===== config.mk =====
export PLATFORM = sky130hd
export DESIGN_NAME = pvt_measure_sequencer
export DESIGN_NICKNAME = d
export VERILOG_FILES = /design/src/rtl/pvt_seq_pkg.sv /design/src/rtl/pvt_edge_counter.sv /design/src/rtl/pvt_measure_sequencer.sv
export SDC_FILE = /design/constraint.sdc
export NUM_CORES = 1
export LEC_CHECK = 0
export CORE_MARGIN = 5
export CORE_UTILIZATION = 55
export CTS_CLUSTER_DIAMETER = 40
export DETAILED_ROUTE_END_ITERATION = 6
export PLACE_DENSITY = 0.81
export SETUP_SLACK_MARGIN = 0.4
export SYNTH_ARGS = -nofsm -noshare
export SYNTH_HDL_FRONTEND = slang
export SYNTH_SLANG_ARGS = --single-unit

===== constraint.sdc =====
create_clock -name clk -period 4.4 [get_ports clk]
set_clock_uncertainty 0.1 [all_clocks]
set_input_delay 0.88 -clock clk [delete_from_list [all_inputs] [get_ports clk]]
set_output_delay 0.88 -clock clk [all_outputs]
set_load 0.005 [all_outputs]

===== src/rtl/pvt_seq_pkg.sv =====
// Shared types and constants for the PVT measurement sequencer.
// PVT_SEQ_SKEW_EN selects whether the skew channel is part of the scan.
package pvt_seq_pkg;

  typedef enum logic [2:0] {
    S_IDLE,
    S_WARMUP,
    S_GATE,
    S_TRIG,
    S_SETTLE,
    S_CAPTURE,
    S_EMIT
  } state_e;

  localparam logic [2:0] CH_INV   = 3'd0;
  localparam logic [2:0] CH_NAND2 = 3'd1;
  localparam logic [2:0] CH_DFF   = 3'd2;
  localparam logic [2:0] CH_DICE  = 3'd3;
  localparam logic [2:0] CH_LEAP  = 3'd4;
  localparam logic [2:0] CH_SKEW  = 3'd5;

`ifdef PVT_SEQ_SKEW_EN
  localparam logic [2:0] CH_LAST = CH_SKEW;
`else
  localparam logic [2:0] CH_LAST = CH_LEAP;
`endif

  localparam int unsigned WARMUP_CYCLES = 8;
  localparam int unsigned CNT_W         = 16;

endpackage


===== src/rtl/pvt_edge_counter.sv =====
// Synchronised rising-edge counter for one divided ring-oscillator output:
// 2-flop synchroniser, edge detect, clear, enable, saturating count.
module pvt_edge_counter
  import pvt_seq_pkg::*;
#(
  parameter int unsigned W = CNT_W
) (
  input  logic         clk,
  input  logic         rst_n,
  input  logic         osc_in,
  input  logic         clr,
  input  logic         en,
  output logic [W-1:0] cnt
);

  // [1:0] synchroniser stages, [2] previous synchronised level
  logic [2:0]   sync_q, sync_d;
  logic [W-1:0] cnt_q, cnt_d;
  logic         rise;

  always_comb begin
    sync_d = {sync_q[1:0], osc_in};
    rise   = sync_q[1] & ~sync_q[2];
    cnt_d  = cnt_q;
    if (clr) begin
      cnt_d = '0;
    end else if (en && rise && (cnt_q != '1)) begin
      cnt_d = cnt_q + W'(1);
    end
  end

  always_ff @(posedge clk or negedge rst_n) begin
    if (!rst_n) begin
      sync_q <= '0;
      cnt_q  <= '0;
    end else begin
      sync_q <= sync_d;
      cnt_q  <= cnt_d;
    end
  end

  assign cnt = cnt_q;

endmodule


===== src/rtl/pvt_measure_sequencer.sv =====
// One-shot / continuous PVT scan: gate ring-osc counts, strobe the measurement
// units, capture their results and stream them out. Skew channel under PVT_SEQ_SKEW_EN.
module pvt_measure_sequencer
  import pvt_seq_pkg::*;
#(
  parameter int unsigned GATE_CYCLES   = 1024,
  parameter int unsigned SETTLE_CYCLES = 16
) (
  input  logic        clk,
  input  logic        rst_n,
  input  logic        run,
  input  logic        single,
  input  logic [1:0]  osc_in,
  input  logic [7:0]  meas_cnt_dff,
  input  logic [7:0]  meas_cnt_dice,
  input  logic [7:0]  meas_cnt_leap,
  input  logic [6:0]  skew_code,
  output logic        osc_ena,
  output logic        meas_start,
  output logic        busy,
  output logic        res_valid,
  input  logic        res_ready,
  output logic [2:0]  res_ch,
  output logic [15:0] res_data
);

  localparam int unsigned TMAX0 = (GATE_CYCLES > SETTLE_CYCLES) ? GATE_CYCLES : SETTLE_CYCLES;
  localparam int unsigned TMAX  = (TMAX0 > WARMUP_CYCLES) ? TMAX0 : WARMUP_CYCLES;
  localparam int unsigned TW    = $clog2(TMAX);

  localparam logic [TW-1:0] WARM_LD   = TW'(WARMUP_CYCLES - 1);
  localparam logic [TW-1:0] GATE_LD   = TW'(GATE_CYCLES - 1);
  localparam logic [TW-1:0] SETTLE_LD = TW'(SETTLE_CYCLES - 1);

  state_e          state_q, state_d;
  logic [TW-1:0]   tmr_q, tmr_d;
  logic [2:0]      ch_q, ch_d;
  logic [7:0]      dff_q, dff_d, dice_q, dice_d, leap_q, leap_d;
  logic            cnt_clr, cnt_en;
  logic [CNT_W-1:0] cnt_inv, cnt_nand;

`ifdef PVT_SEQ_SKEW_EN
  logic [6:0]      skew_q, skew_d;
`else
  logic            unused_skew;
  assign unused_skew = ^skew_code;
`endif

  pvt_edge_counter #(.W(CNT_W)) u_cnt_inv (
    .clk(clk), .rst_n(rst_n), .osc_in(osc_in[0]), .clr(cnt_clr), .en(cnt_en), .cnt(cnt_inv)
  );

  pvt_edge_counter #(.W(CNT_W)) u_cnt_nand (
    .clk(clk), .rst_n(rst_n), .osc_in(osc_in[1]), .clr(cnt_clr), .en(cnt_en), .cnt(cnt_nand)
  );

  always_comb begin
    state_d    = state_q;
    tmr_d      = tmr_q;
    ch_d       = ch_q;
    dff_d      = dff_q;
    dice_d     = dice_q;
    leap_d     = leap_q;
`ifdef PVT_SEQ_SKEW_EN
    skew_d     = skew_q;
`endif
    osc_ena    = 1'b0;
    meas_start = 1'b0;
    res_valid  = 1'b0;
    res_ch     = '0;
    res_data   = '0;
    busy       = (state_q != S_IDLE);
    cnt_clr    = (state_q == S_WARMUP);
    cnt_en     = (state_q == S_GATE);

    case (state_q)
      S_IDLE: begin
        if (single || run) begin
          state_d = S_WARMUP;
          tmr_d   = WARM_LD;
        end
      end
      S_WARMUP: begin
        osc_ena = 1'b1;
        if (tmr_q == '0) begin
          state_d = S_GATE;
          tmr_d   = GATE_LD;
        end else begin
          tmr_d = tmr_q - TW'(1);
        end
      end
      S_GATE: begin
        osc_ena = 1'b1;
        if (tmr_q == '0) begin
          state_d = S_TRIG;
        end else begin
          tmr_d = tmr_q - TW'(1);
        end
      end
      S_TRIG: begin
        meas_start = 1'b1;
        state_d    = S_SETTLE;
        tmr_d      = SETTLE_LD;
      end
      S_SETTLE: begin
        if (tmr_q == '0) begin
          state_d = S_CAPTURE;
        end else begin
          tmr_d = tmr_q - TW'(1);
        end
      end
      S_CAPTURE: begin
        dff_d   = meas_cnt_dff;
        dice_d  = meas_cnt_dice;
        leap_d  = meas_cnt_leap;
`ifdef PVT_SEQ_SKEW_EN
        skew_d  = skew_code;
`endif
        ch_d    = CH_INV;
        state_d = S_EMIT;
      end
      S_EMIT: begin
        res_valid = 1'b1;
        res_ch    = ch_q;
        case (ch_q)
          CH_INV:   res_data = cnt_inv;
          CH_NAND2: res_data = cnt_nand;
          CH_DFF:   res_data = 16'(dff_q);
          CH_DICE:  res_data = 16'(dice_q);
          CH_LEAP:  res_data = 16'(leap_q);
`ifdef PVT_SEQ_SKEW_EN
          CH_SKEW:  res_data = 16'(skew_q);
`endif
          default:  res_data = '0;
        endcase
        if (res_ready) begin
          if (ch_q == CH_LAST) begin
            ch_d = CH_INV;
            // run is sampled only here, so a scan in flight always finishes
            if (run) begin
              state_d = S_WARMUP;
              tmr_d   = WARM_LD;
            end else begin
              state_d = S_IDLE;
            end
          end else begin
            ch_d = ch_q + 3'd1;
          end
        end
      end
      default: state_d = S_IDLE;
    endcase
  end

  always_ff @(posedge clk or negedge rst_n) begin
    if (!rst_n) begin
      state_q <= S_IDLE;
      tmr_q   <= '0;
      ch_q    <= '0;
      dff_q   <= '0;
      dice_q  <= '0;
      leap_q  <= '0;
`ifdef PVT_SEQ_SKEW_EN
      skew_q  <= '0;
`endif
    end else begin
      state_q <= state_d;
      tmr_q   <= tmr_d;
      ch_q    <= ch_d;
      dff_q   <= dff_d;
      dice_q  <= dice_d;
      leap_q  <= leap_d;
`ifdef PVT_SEQ_SKEW_EN
      skew_q  <= skew_d;
`endif
    end
  end

endmodule


==> flow_metrics.tcl, run 1 <==
set metrics [dict create \
    relSlewSlack_pct 19.6 \
    synthTopCellsByArea "dfrtp_1 (46%), mux2_2 (6.6%), a22oi_1 (3.7%)" \
    drive_gt1_share_pct 12.4 \
    grt_max_degree 79 \
    wl_per_cell_um 16.8 \
    crit_type "register to output port" \
    postSynthNetCount 471 \
    worstPathCellList "nand3b_1, inv_1, o41ai_2, buf_4, a31oi_1, clkdlybuf4s50_1" \
    hold_viol 0 \
    drtIter0Drc 213 \
    dr.pass1.iters 5 \
    htreeDepth 3 \
    syn_avg_cell_area_um2 10.0 \
    cp-start-kind "register" \
    whs_endpoint "u_cnt_inv.sync_q[1]" \
    p_sw_mw 0.980 \
    synth_warnings 0 \
    crit_start "state_q[2]" \
    grt_overflow 0 \
    place_congestion 0.840 \
    dpl.cell_count 560 \
    synth_edf_count 0 \
    finalNonFillerCells 576 \
    rrSetupSlack_ps 1810 \
    critical_path_arrival_ps 2660 \
    synth.top_cell.area_share_pct 46.0 \
    sw_frac_of_total_pct 39.2 \
    postRouteAntennaNets 0 \
    worst_slack_ps 758 \
    power_density_nw_per_um2 501 \
    synth_top_area_cell "dfrtp_1" \
    fmax_mhz 275 \
    final_nets 516 \
    rows 32 \
    clockBufferDepth 2 \
    internal_power_mw 1.52 \
    n_antenna_cell 0 \
    fin_crit_ps 3640 \
    ff2ff_path_depth 3 \
    reg2reg_to "ch_q[2]" \
    clk_latency_ps 350 \
    ys_seq_area_share_pct 46.0 \
    p_leak_nw 1.99 \
    synthDistinctLibCells 62 \
    vdd_ir_drop_max_v 0.000286 \
    layout_common_cells "dfrtp_1 (78), clkdlybuf4s50_1 (52), nor2_1 (41), nand2_1 (29), mux2_2 (25)" \
    slowest_delay_ps 730 \
    num-fill-cells 598 \
    hold_depth 0 \
    synth_flop_cell "dfrtp_1" \
    p_seq_share_pct 42.9 \
    cap_violations 0 \
    cp.required_ps 3420 \
    clkTransAtPathRegs_ps 90 \
    endpoint_kind "output port" \
    synth_seq_cells 78 \
    areaGrowthSynthToFinish_pct 17.6 \
    die_area_um2 9560 \
    antenna_found_initial 0 \
    min_period_over_period_pct 82.8 \
    die_h_um 97.8 \
    root_buffer "clkbuf_8" \
    grt_use_total_pct 20.3 \
    setup_tns_ps 0 \
    dp_slack_ps 1070 \
    setup_viol 0 \
    synthCells 424 \
    port_buffers 53 \
    initial_core_util_pct 55.7 \
    numCtsBuffers 9 \
    tightestPinTransition_ps 1200 \
    dpl.hpwl_um 6730 \
    hold_path_class "register to register" \
    outcome "complete, no violations" \
    cts_setup_buffers 0 \
    rsz0062_at_grt "false" \
    async_reset_ff_share_pct 100 \
    cts_tree "built" \
    r2r-start "state_q[2]" \
    slew_violations 0 \
    final_common_cell "dfrtp_1" \
    drt_wl_total_um 9700 \
    combPwrFrac_pct 37.1 \
    crit_fanout 17 \
    die_x_um 97.8 \
    num_vias 3507 \
    grt_pass1_vias 3314 \
    vias_per_cell 6.09 \
    p_clk_share_pct 19.9 \
    clkSinkCount 78 \
    core-area_um2 7610 \
    cpMaxStageDelayCell "dfrtp_1" \
    grt_pass1_wl_um 16100 \
    route.detailed.drc 0 \
    finalPower_mw 2.50 \
    io_pins 61 \
    netlist_area_um2 4240 \
    min_from "u_cnt_inv.sync_q[0]" \
]
## layer usage
layer / global-route usage, % / up-vias / part of all wire, %
li1: - / 1661 / -
met1: 26.7 / 1736 / 43
met2: 34.6 / 99 / 51
met3: 4.14 / 11 / 4.8
met4: 5.11 / 0 / 1.1
met5: 0 / - / 0
## flip-flops by register name, indices dropped and copies added (netlist names)
register and cells:
u_cnt_nand.cnt 16, leap_q 8, u_cnt_nand.sync_q 3, u_cnt_inv.cnt 16, dff_q 8, u_cnt_inv.sync_q 3, ch_q 3, dice_q 8
state_q 3, tmr_q 10
## logic make-up (layout without fill, tap and decap cells)
group,count (synthesis),after routing,share of synthesized area (%)
adders and majority gates,9,9,2.66
AOI/OAI and AO/OA,115,115,19.1
xor gates and xnor gates,17,17,3.51
DFF,78,78,46.0
muxes,25,25,6.64
and+or+nand+nor,139,139,17.6
buffers and inverters,41,91,4.46
## what timing repair did
item | in CTS | in global routing
hold buffers | 0 | 0
resized for setup | 0 | 1
setup endpoints to repair | 0 | 1
## through the flow
step                area, um2  hold slack [ps]  utilization [%]
CTS                      4980              265             65.5
floorplan                4240              231                -
detailed placement       4800              244             63.1
global placement         4800              238             63.1
finish                   4990              263             65.5
global route             4990              277             65.5
## how the worst max path moves through the flow
stage | to | slack, ps | depth (start not counted)
2_1_floorplan | res_data[10] | 1530 | 6
6_report | res_data[5] | 760 | 6
4_1_cts | res_data[5] | 650 | 7
5_1_grt | res_data[4] | 560 | 6
3_5_place_dp | res_data[3] | 1070 | 7
3_3_place_gp | res_data[5] | 1140 | 7
## cell usage after synthesis (2+ instances only)
library cell,number
a211oi_1,7
a21boi_0,2
a21oi_1,18
a222oi_1,2
a22oi_1,21
a31oi_1,10
a32o_1,2
and2_1,3
and3_1,7
and3_2,2
and4_1,4
buf_2,8
clkbuf_1,11
dfrtp_1,78
ha_1,9
inv_1,18
mux2_2,25
nand2_1,29
nand2b_1,2
nand3_1,14
nand4_1,8
nor2_1,41
nor2b_1,5
nor3_1,4
nor3b_1,3
nor3b_4,2
nor4_1,3
o211ai_1,6
o21a_1,2
o21ai_0,18
o21ai_1,3
o22a_1,6
o31ai_1,2
o41ai_1,3
or3_1,3
or4_1,2
xnor2_1,12
xor2_1,5
## worst max-delay path, delay by kind of cell (launching register included)
kind                   cells  cell delay (ps)
buffers and inverters      3              980
flip-flops                 1              730
AND/OR/NAND/NOR            1              310
AO/OA/AOI/OAI              2              300
## layout make-up
| type | instances | area [um2] | area share [%] |
|---|---|---|---|
| Clock inverter | 7 | 56.3 | 1.13 |
| Multi-Input combinational cell | 305 | 2100 | 42.1 |
| Clock buffer | 9 | 124 | 2.48 |
| Tap cell | 102 | 128 | 2.56 |
| Timing Repair Buffer | 57 | 558 | 11.2 |
| Inverter | 18 | 67.6 | 1.36 |
| Sequential cell | 78 | 1950 | 39.1 |
## power groups by stage
stage / clock network, mW / registers (mW) / logic (mW)
floorplan: 0 / 0.990 / 0.779
global placement: 0 / 1.06 / 0.888
detailed placement: 0 / 1.08 / 0.919
CTS: 0.504 / 1.07 / 0.928
global route: 0.538 / 1.10 / 1.02
finish: 0.498 / 1.07 / 0.928
Note: power is estimated with default switching activity, not from simulation.
==> run 2, diff against run 1 <==
==> constraint.sdc (replaced) <==
create_clock -name clk -period 3.4 [get_ports clk]
set_clock_uncertainty 0.1 [all_clocks]
set_input_delay 0.68 -clock clk [delete_from_list [all_inputs] [get_ports clk]]
set_output_delay 0.68 -clock clk [all_outputs]
set_load 0.005 [all_outputs]
==> run 2 against run 1 <==
Against the previous run:
- first-iteration DRC count is 11% higher
- die area stayed put
- global-route usage is 1.5 points higher
- critical path type unchanged
- via count is 7.4% higher
- the flow now finishes with violations (DRC)
- wire length is 13% higher
- total power is 51% higher
- highest routed layer unchanged
==> flow_metrics.tcl, run 2 (synthesis gave the netlist of run 1 again) <==
set metrics [dict create \
    wl_per_cell_um 18.1 \
    hold_path_class "register to register" \
    hold_depth 0 \
    clockBufferDepth 2 \
    tightestPinTransition_ps 979 \
    drtIter0Drc 237 \
    final_nets 545 \
    p_leak_nw 2.20 \
    critical_path_arrival_ps 2200 \
    outcome "finished with violations" \
    numCtsBuffers 9 \
    areaGrowthSynthToFinish_pct 25.4 \
    die_x_um 97.8 \
    cp.required_ps 2620 \
    place_congestion 0.843 \
    slew_violations 0 \
    grt_overflow 0 \
    vias_per_cell 6.23 \
    grt_pass1_vias 3553 \
    grt_max_degree 79 \
    hold_viol 0 \
    endpoint_kind "output port" \
    io_pins 61 \
    failed_checks "DRC" \
    crit_type "register to output port" \
    clk_latency_ps 370 \
    gr-usage-met3_pct 5.50 \
    htreeDepth 3 \
    root_buffer "clkbuf_8" \
    vdd_ir_drop_max_v 0.000381 \
    num-fill-cells 538 \
    initial_core_util_pct 55.7 \
    route.detailed.drc 1 \
    cts_tree "built" \
    fmax_mhz 336 \
    fin_crit_ps 2980 \
    power_density_nw_per_um2 708 \
    clkSinkCount 78 \
    dpl.hpwl_um 6770 \
    die_h_um 97.8 \
    cap_violations 0 \
    core-area_um2 7610 \
    clkTransAtPathRegs_ps 100 \
    grt_util_met1_pct 28.2 \
    drt_wl_total_um 10900 \
    layout_common_cells "dfrtp_1 (75), nor2_1 (41), clkdlybuf4s50_1 (36), nand2_1 (29)" \
    drive_gt1_share_pct 23.1 \
    setup_tns_ps 0 \
    relSlewSlack_pct 34.8 \
    die_area_um2 9560 \
    cts_hold_repair.buffers 0 \
    cp-start-kind "register" \
    grt_use_total_pct 21.8 \
    postRouteAntennaNets 0 \
    port_buffers 53 \
    crit_fanout 8 \
    finalPower_mw 3.76 \
    use_met2_pct 35.3 \
    dr.pass1.iters 7 \
    antenna_found_initial 0 \
    ff2ff_path_depth 7 \
    min_period_over_period_pct 87.6 \
    fin_util_pct 69.9 \
    rows 32 \
    num_vias 3768 \
    final_common_cell "dfrtp_1" \
    rsz0062_at_grt "true" \
    grt_pass1_wl_um 17100 \
    setup_viol 0 \
    n_antenna_cell 0 \
    top_usage_layer "met2" \
]
run 2: changes by cell type in the layout (fill, tap and decap cells not counted), moves of 4 or more:
cell and change:
clkdlybuf4s50_1 -16, ha_1 -4, buf_6 +9, buf_2 +15, buf_4 +20
run 2: timing repair:
| action | in CTS | in global routing |
|---|---|---|
| pin swaps | 1 | 3 |
| gates resized for setup | 74 | 20 |
| setup buffers | 16 | 4 |
| setup endpoints to repair | 16 | 15 |
| gates cloned | 1 | 0 |
run 2: power by group:
group	switching, mW	internal (mW)
clock network	0.374	0.496
registers	0.183	1.16
logic	0.829	0.720
run 2: layout make-up:
cell class / count / area (um2) / share of cell area, %
clock inverter: 6 / 118 / 2.21
multi-input combinational: 305 / 2180 / 41.1
sequential: 78 / 1960 / 36.8
clock buffer: 10 / 128 / 2.40
inverter: 18 / 67.6 / 1.27
timing repair buffer: 86 / 734 / 13.8
tap: 102 / 128 / 2.40
run 2: stage by stage:
step	instance area, um2	setup WS [ps]	instances	hold slack [ps]
after floorplan	4240	729	424	231
after global placement	4860	510	568	239
after detailed placement	4860	502	568	236
after CTS	5200	364	601	250
after global routing	5320	384	605	266
final	5320	422	605	249
run 2: metal layers:
metal	part of all wire [%]	vias to the layer above
met2	50	165
met3	6.9	31
li1	-	1714
met4	2.9	0
met1	40	1858
met5	0	-
run 2: worst max-delay path, stage by stage, from the launching register on:
cell and delay [ps]:
dfrtp_2 420, inv_2 50, buf_4 140, ha_4 180
and2_2 240, a22oi_1 370, a31oi_2 190, clkdlybuf4s15_1 240
run 2: final timing paths:
kind / from / to / slack [ps]
setup / recovery: ch_q[0] / res_data[6] / 420
hold / removal: u_cnt_nand.sync_q[0] / u_cnt_nand.sync_q[1] / 250
setup reg to reg: tmr_q[0] / tmr_q[2] / 970
hold reg to reg: u_cnt_nand.sync_q[0] / u_cnt_nand.sync_q[1] / 250
max in group asynchronous: rst_n / ch_q[0] / 2150
min in group asynchronous: rst_n / u_cnt_nand.sync_q[1] / 370
==> run 3, diff against run 2 <==
--- a/config.mk
+++ b/config.mk
@@ -5,12 +5,12 @@
 export SDC_FILE = /design/constraint.sdc
 export NUM_CORES = 1
 export LEC_CHECK = 0
-export CORE_MARGIN = 5
+export CAP_MARGIN = 20
+export CORE_MARGIN = 2
 export CORE_UTILIZATION = 55
 export CTS_CLUSTER_DIAMETER = 40
 export DETAILED_ROUTE_END_ITERATION = 6
 export PLACE_DENSITY = 0.81
-export SETUP_SLACK_MARGIN = 0.4
 export SYNTH_ARGS = -nofsm -noshare
 export SYNTH_HDL_FRONTEND = slang
 export SYNTH_SLANG_ARGS = --single-unit
==> run 3 against run 2 <==
Against the previous run:
- the flow now finishes without violations
- wire length fell by 12%
- first-iteration DRC count fell by 3.0%
- worst setup slack got worse by 240 ps
- clock power fell by 14%
- core utilization fell by 2.9 points
- total power fell by 10%
- sequential power barely moved
- via count fell by 7.8%
- register-to-register slack improved by 60 ps
- critical path type unchanged
==> flow_metrics.tcl, run 3 (synthesis gave the netlist of run 1 again) <==
set metrics [dict create \
    cap_violations 0 \
    io_pins 61 \
    endpoint_kind "output port" \
    wl_per_cell_um 16.5 \
    route.detailed.drc 0 \
    fmax_mhz 311 \
    setup_viol 0 \
    root_buffer "clkbuf_8" \
    place_congestion 0.821 \
    core-area_um2 7610 \
    crit_cells 8 \
    hold_path_class "primary input to async pin" \
    antenna_found_initial 0 \
    crit_fanout 16 \
    num-fill-cells 571 \
    layout_common_cells "dfrtp_1 (77), clkdlybuf4s50_1 (51), nor2_1 (41), nand2_1 (29), mux2_2 (25)" \
    clkTransAtPathRegs_ps 80 \
    dpl.hpwl_um 6690 \
    slowest_delay_ps 470 \
    cp-start-kind "register" \
    grt_max_degree 79 \
    htreeDepth 3 \
    port_buffers 53 \
    die_h_um 91.8 \
    dpl.cell_count 567 \
    cts_hold_repair.buffers 0 \
    rows 32 \
    vdd_ir_drop_max_v 0.000384 \
    crit_buf_inv 4 \
    p_leak_nw 2.07 \
    ff2ff_path_depth 7 \
    hold_viol 0 \
    num_vias 3475 \
    areaGrowthSynthToFinish_pct 20.2 \
    critPathMostFrequentCell "buf_4" \
    grt_pass1_vias 3488 \
    cts_setup_buffers 0 \
    tightestPinTransition_ps 621 \
    rsz0062_at_grt "false" \
    clkSinkCount 78 \
    fin_crit_ps 3220 \
    crit_family "buffers and inverters" \
    drtIter0Drc 230 \
    worst_slack_ps 184 \
    grt_use_total_pct 24.2 \
    vias_per_cell 5.96 \
    min_period_over_period_pct 94.6 \
    critical_path_arrival_ps 2440 \
    drive_gt1_share_pct 14.3 \
    worstPathCellList "inv_2, ha_1, nor2b_1, buf_4, o41ai_2, buf_4, a21oi_1, clkdlybuf4s50_1" \
    final_common_cell "dfrtp_1" \
    drt_wl_total_um 9600 \
    setup_tns_ps 0 \
    final_nets 524 \
    cts_tree "built" \
    crit_type "register to output port" \
    power_density_nw_per_um2 664 \
    finalPower_mw 3.39 \
    relSlewSlack_pct 58.6 \
    grt_overflow 0 \
    initial_core_util_pct 55.7 \
    postRouteAntennaNets 0 \
    clk_latency_ps 350 \
    slew_violations 0 \
    n_antenna_cell 0 \
    finalNonFillerCells 583 \
    grt_pass1_wl_um 16200 \
    cpMaxStageDelayCell "clkdlybuf4s50_1" \
    dp_slack_ps 493 \
    die_x_um 91.8 \
    outcome "complete, no violations" \
    dr.pass1.iters 5 \
    clockBufferDepth 2 \
    numCtsBuffers 9 \
    cp.required_ps 2620 \
    die_area_um2 8430 \
]
run 3: cell types whose count changed in the layout (fill, tap and decap cells not counted), moves of 3 or more:
cell,delta
buf_2,-15
clkdlybuf4s50_1,+15
buf_4,-13
buf_6,-9
ha_1,+3
ha_4,-3
run 3: power by group:
group / internal [mW] / total, mW / switching, mW / leakage [nW]
Sequential: 1.16 / 1.36 / 0.205 / 1.00
Clock: 0.409 / 0.746 / 0.337 / 0.109
Combinational: 0.571 / 1.28 / 0.706 / 0.963
run 3: final timing paths:
check                                     from                  end  slack (ps)
min in group clk           u_cnt_inv.sync_q[0]  u_cnt_inv.sync_q[1]         260
hold / removal                           rst_n             tmr_q[2]         170
setup / recovery                       ch_q[0]          res_data[3]         180
max in group asynchronous                rst_n     u_cnt_inv.cnt[7]        2440
hold reg to reg            u_cnt_inv.sync_q[0]  u_cnt_inv.sync_q[1]         260
setup reg to reg                      tmr_q[0]             tmr_q[2]        1030
run 3: per-stage QoR:
stage | util (%) | cell area (um2) | hold slack, ps
floorplan | - | 4240 | 231
global placement | 63.8 | 4860 | 238
detailed placement | 63.8 | 4860 | 239
CTS | 66.6 | 5070 | 261
global route | 67.0 | 5090 | 202
finish | 67.0 | 5090 | 171
run 3: layout make-up:
| cell class | instances | area, um2 | share of cell area (%) |
|---|---|---|---|
| clock buffer | 9 | 124 | 2.43 |
| clock inverter | 6 | 87.6 | 1.72 |
| inverter | 18 | 67.6 | 1.33 |
| multi-input combinational | 305 | 2100 | 41.3 |
| sequential | 78 | 1950 | 38.3 |
| tap | 102 | 128 | 2.50 |
| timing repair buffer | 65 | 633 | 12.4 |
run 3: per-layer routing:
metal,track usage [%],share of wire (%)
met1,31.2,43
met2,40.0,51
met3,4.60,4.8
met4,10.8,1.8
met5,0,0
run 3: timing repair:
item,CTS,global route
gates resized for setup,0,5
endpoints found under the setup margin,0,12
hold endpoints to repair,0,0
==> RTL change 1: new RTL, config.mk and constraints of run 3 <==
Encoding of `state_e`: now one-hot (7 bits for 7 states).
--- a/src/rtl/pvt_seq_pkg.sv
+++ b/src/rtl/pvt_seq_pkg.sv
@@ -2,14 +2,14 @@
 // PVT_SEQ_SKEW_EN selects whether the skew channel is part of the scan.
 package pvt_seq_pkg;
 
-  typedef enum logic [2:0] {
-    S_IDLE,
-    S_WARMUP,
-    S_GATE,
-    S_TRIG,
-    S_SETTLE,
-    S_CAPTURE,
-    S_EMIT
+  typedef enum logic [6:0] {
+    S_IDLE    = 7'b0000001,
+    S_WARMUP  = 7'b0000010,
+    S_GATE    = 7'b0000100,
+    S_TRIG    = 7'b0001000,
+    S_SETTLE  = 7'b0010000,
+    S_CAPTURE = 7'b0100000,
+    S_EMIT    = 7'b1000000
   } state_e;
 
   localparam logic [2:0] CH_INV   = 3'd0;
Function: no difference found for any inputs over 10 cycles, from zero or initial values and one cycle with rst_n low; not proved beyond that.
==> RTL change 1 against run 3 <==
Via count up 11%. Wire length up 10%. Non-clock buffer count up 4. Sequential cell count up 4. Design area up 7.2%. First-iteration DRC count up 4.8%. Sequential share of layout area down 0.76 points. Utilization up 0.54 points. Count of clock-buffer cells in the layout unchanged. Synthesized area up 6.7%. Setup slack worse by 150 ps. Largest cell class unchanged.
Power is not compared: it rests on default switching activity, and its combinational part moved more than twofold at a synthesized area within 25%.
==> RTL change 1: results (changes against run 3) <==
- Result of the run: completed (unchanged).
- The data arrival time at the worst-slack endpoint came to 2590 ps (was 2440 ps).
- The via count is 3848 (was 3475).
- The post-route non-filler standard cell count came to 621 (was 583).
- The post-synthesis instance total is 453 (was 424).
- The proportion of synthesized chip area in sequential cells is 45.4% (was 46.0%).
- The compound-gate portion of the synthesized area is 14.9% (was 19.1%).
- Synth top area cells: sky130_fd_sc_hd__dfrtp_1 (45%), sky130_fd_sc_hd__mux2_2 (6.0%), sky130_fd_sc_hd__nor2_1 (4.1%), sky130_fd_sc_hd__xnor2_1 (4.1%), sky130_fd_sc_hd__a22oi_1 (4.0%) (was sky130_fd_sc_hd__dfrtp_1 (46%), sky130_fd_sc_hd__mux2_2 (6.6%), sky130_fd_sc_hd__a22oi_1 (3.7%), sky130_fd_sc_hd__nor2_1 (3.6%), sky130_fd_sc_hd__ha_1 (2.7%)).
- The detailed-placement wirelength estimate is 7400 µm (was 6690 µm).
- The multiplexer share of the synthesized area is 6.19% (was 6.64%).
- The via count of the first global-routing pass is 3659 (was 3488).
- The final-stage net count is 558 (was 524).
- The post-synthesis share of cell area spent on full adders, half adders and majority gates is 2.49% (was 2.66%).
- The number of distinct standard cells referenced by the synthesized netlist was 65 (was 62).
- The wire length of the first global-routing pass is 17400 µm (was 16200 µm).
- Most frequent cells after synthesis: sky130_fd_sc_hd__dfrtp_1 (81), sky130_fd_sc_hd__nor2_1 (49), sky130_fd_sc_hd__nand2_1 (32) (was sky130_fd_sc_hd__dfrtp_1 (78), sky130_fd_sc_hd__nor2_1 (41), sky130_fd_sc_hd__nand2_1 (29)).
- The area share of xor/xnor cells in the synthesized design was 4.84% (was 3.51%).
- The global placement routability congestion is 0.881 (was 0.821).
- The first-iteration detailed-routing DRC count is 241 (was 230).
- The slew of the pin with the lowest slew margin was 1070 ps (was 621 ps).
- The total track usage is 24.8% (was 24.2%).
- The pin count of the biggest net entering global routing is 83 (was 79).
- The number of nets in the synthesized netlist is 500 (was 471).
- The library cell contributing the largest single delay on the critical path is sky130_fd_sc_hd__or4_4 (was sky130_fd_sc_hd__clkdlybuf4s50_1).
- The aggregate routed wire length is 10600 µm (was 9600 µm).
==> RTL change 1: cell count changes after synthesis, moves of 4 or more <==
cell	run 3	this run
sky130_fd_sc_hd__nor3_1	4	9
sky130_fd_sc_hd__o211a_1	0	4
sky130_fd_sc_hd__o21ai_0	18	12
sky130_fd_sc_hd__inv_1	18	8
sky130_fd_sc_hd__nor2_1	41	49
sky130_fd_sc_hd__nand3_1	14	21
sky130_fd_sc_hd__nor4_1	3	11
sky130_fd_sc_hd__buf_2	8	4
sky130_fd_sc_hd__a21oi_1	18	12
sky130_fd_sc_hd__o31ai_1	2	8
sky130_fd_sc_hd__xnor2_1	12	21
sky130_fd_sc_hd__o22a_1	6	0
==> RTL change 1: final timing paths <==
path	end	slack (ps)	cells past startpoint
min in group clk	u_cnt_inv.sync_q[1]	250	0
hold reg to reg	u_cnt_inv.sync_q[1]	250	0
setup / recovery	res_data[1]	30	6
max in group asynchronous	leap_q[7]	2450	2
setup reg to reg	u_cnt_nand.cnt[11]	780	6
hold / removal	tmr_q[0]	170	1
==> RTL change 1: per-stage QoR <==
| step | TNS (ps) | worst slack [ps] | utilization, % | power [µW] |
|---|---|---|---|---|
| finish | 0 | 32.7 | 67.5 | 2350 |
| global route | -0.704 | -0.704 | 67.5 | 2450 |
| CTS | 0 | 21.6 | 66.9 | 2340 |
| detailed placement | 0 | 350 | 64.0 | 1550 |
| global placement | 0 | 411 | 64.0 | 1540 |
| floorplan | 0 | 526 | - | 1390 |
==> RTL change 1: what timing repair did <==
item | in CTS | in global routing
buffers inserted | 0 | 2
gates resized for setup | 1 | 3
pin swaps | 1 | 1
endpoints found under the setup margin | 4 | 7
==> RTL change 1: layer usage <==
layer	global-route usage, %	vias up	part of all wire (%)
met1	33.0	1884	43
met2	41.6	144	50
met3	3.67	21	5.6
met4	8.57	0	1.6
li1	-	1799	-
met5	0	-	0
==> RTL change 1: cell type report <==
cell class / count / area (µm²)
Fill cell: 618 / 2630
Multi-Input combinational cell: 341 / 2350
Sequential cell: 82 / 2050
Timing Repair Buffer: 69 / 668
Tap cell: 105 / 131
Clock buffer: 9 / 124
Clock inverter: 7 / 103
Inverter: 8 / 30.0
==> RTL change 1: worst max-delay path, delay by kind of cell (launching register included) <==
| kind | cells | cell delay, ps |
|---|---|---|
| DFF | 1 | 400 |
| and+or+nand+nor | 2 | 760 |
| buffers and inverters | 2 | 760 |
| AOI/OAI and AO/OA | 2 | 310 |
==> RTL change 1: power by group <==
group | internal, µW | leakage, µW | switching [µW] | total (µW)
logic | 210 | 0.00102 | 279 | 489
registers | 1020 | 0.00106 | 43.7 | 1070
clock network | 420 | 0.000110 | 376 | 795
total | 1650 | 0.00218 | 698 | 2350
==> RTL change 2: new RTL, settings of run 3 <==
Without the edit above. Add a define of `PVT_SEQ_SKEW_EN`.
--- a/src/rtl/pvt_seq_pkg.sv
+++ b/src/rtl/pvt_seq_pkg.sv
@@ -1,5 +1,7 @@
 // Shared types and constants for the PVT measurement sequencer.
 // PVT_SEQ_SKEW_EN selects whether the skew channel is part of the scan.
+`define PVT_SEQ_SKEW_EN
+
 package pvt_seq_pkg;
 
   typedef enum logic [2:0] {
Formal check against the unedited RTL: no difference found for any inputs over 10 cycles, from zero or initial values and one cycle with rst_n low; that may be too few to reach the edited logic, so the function may still have changed.
==> RTL change 2 against run 3 <==
Utilization rose by 1.4 points. Sequential cell count is 7 higher. First-iteration DRC count is 3.0% higher. Largest cell class unchanged. Setup slack lost 20 ps. Clock power down 4.2%. Design area up 10%. Combinational power increased by 23%. Synthesized area is 10% higher. Register-to-register slack improved by 40 ps. Non-clock buffer count rose by 10. Power is 13% higher. Wire length is 13% higher.
==> RTL change 2: results (changes against run 3) <==
- Result of the run: completed (unchanged).
- The via count is 3888 (was 3475).
- The aggregate routed wire length was 10900 µm (was 9600 µm).
- The count of port buffers added during placement was 60 (was 53).
- The detailed-placement wirelength estimate is 7760 µm (was 6690 µm).
- The largest family of logic cells by synthesized area is simple AND/OR/NAND/NOR gates (was compound AO/OA/AOI/OAI gates).
- The total track usage is 25.0% (was 24.2%).
- The max-slew headroom at the worst pin is 49.6% (was 58.6%).
- The routed length on met1 was 4640 µm (was 4100 µm).
- The minimum setup slack among reg-to-reg paths is 1070 ps (was 1030 ps).
- The amount of wire on met2 after detailed routing is 5570 µm (was 4870 µm).
- The number of placed instances with taps included is 618 (was 567).
- The number of nets in the synthesized netlist is 508 (was 471).
- The total placed instance area was 5390 µm² (was 4860 µm²).
- The longest individual stage delay on the worst path is 520 ps (was 470 ps).
- The post-route non-filler standard cell count is 635 (was 583).
- The via count of the first global-routing pass is 3807 (was 3488).
- The worst hold slack after final layout was 147 ps (was 171 ps).
- Synth top area cells: sky130_fd_sc_hd__dfrtp_1 (46%), sky130_fd_sc_hd__mux2_2 (8.0%), sky130_fd_sc_hd__xnor2_1 (4.7%), sky130_fd_sc_hd__nor2_1 (4.6%), sky130_fd_sc_hd__a21oi_1 (3.1%) (was sky130_fd_sc_hd__dfrtp_1 (46%), sky130_fd_sc_hd__mux2_2 (6.6%), sky130_fd_sc_hd__a22oi_1 (3.7%), sky130_fd_sc_hd__nor2_1 (3.6%), sky130_fd_sc_hd__ha_1 (2.7%)).
- The fraction of met1 tracks used by global routing is 32.9% (was 31.2%).
- The launch instance of the worst register-to-register path is state_q[0] (was tmr_q[0]).
- The proportion of synthesized chip area in sequential cells was 45.6% (was 46.0%).
- The final-stage net count came to 568 (was 524).
- The pin count of the biggest net entering global routing is 86 (was 79).
- The wire length of the first global-routing pass was 18100 µm (was 16200 µm).
- The library cell contributing the largest single delay on the critical path was sky130_fd_sc_hd__dfrtp_1 (was sky130_fd_sc_hd__clkdlybuf4s50_1).
- The fraction of layout cells with a size suffix above 1 is 15.5% (was 14.3%).
==> RTL change 2: layout make-up <==
type	count	area share, %
Multi-Input combinational cell	346	42.8
Sequential cell	85	37.9
Timing Repair Buffer	75	13.0
Clock buffer	12	2.58
Tap cell	105	2.34
Clock inverter	4	0.847
Inverter	8	0.535
==> RTL change 2: how the worst max path moves through the flow <==
stage	to	slack [ps]
2_1_floorplan	res_data[10]	490
3_3_place_gp	res_data[0]	590
3_5_place_dp	res_data[10]	530
4_1_cts	res_data[10]	140
5_1_grt	res_data[3]	10
6_report	res_data[2]	160
==> RTL change 2: power groups by stage <==
stage / clock (µW) / sequential, µW / combinational [µW]
after detailed placement: 0 / 1540 / 1550
after CTS: 726 / 1520 / 1560
after global placement: 0 / 1530 / 1500
final: 715 / 1530 / 1570
after floorplan: 0 / 1430 / 1170
after global routing: 773 / 1570 / 1710
==> RTL change 2: timing repair <==
action	CTS	global route
endpoints found under the setup margin	0	11
endpoints found under the hold margin	0	0
gates resized for setup	0	2
hold buffers	0	0
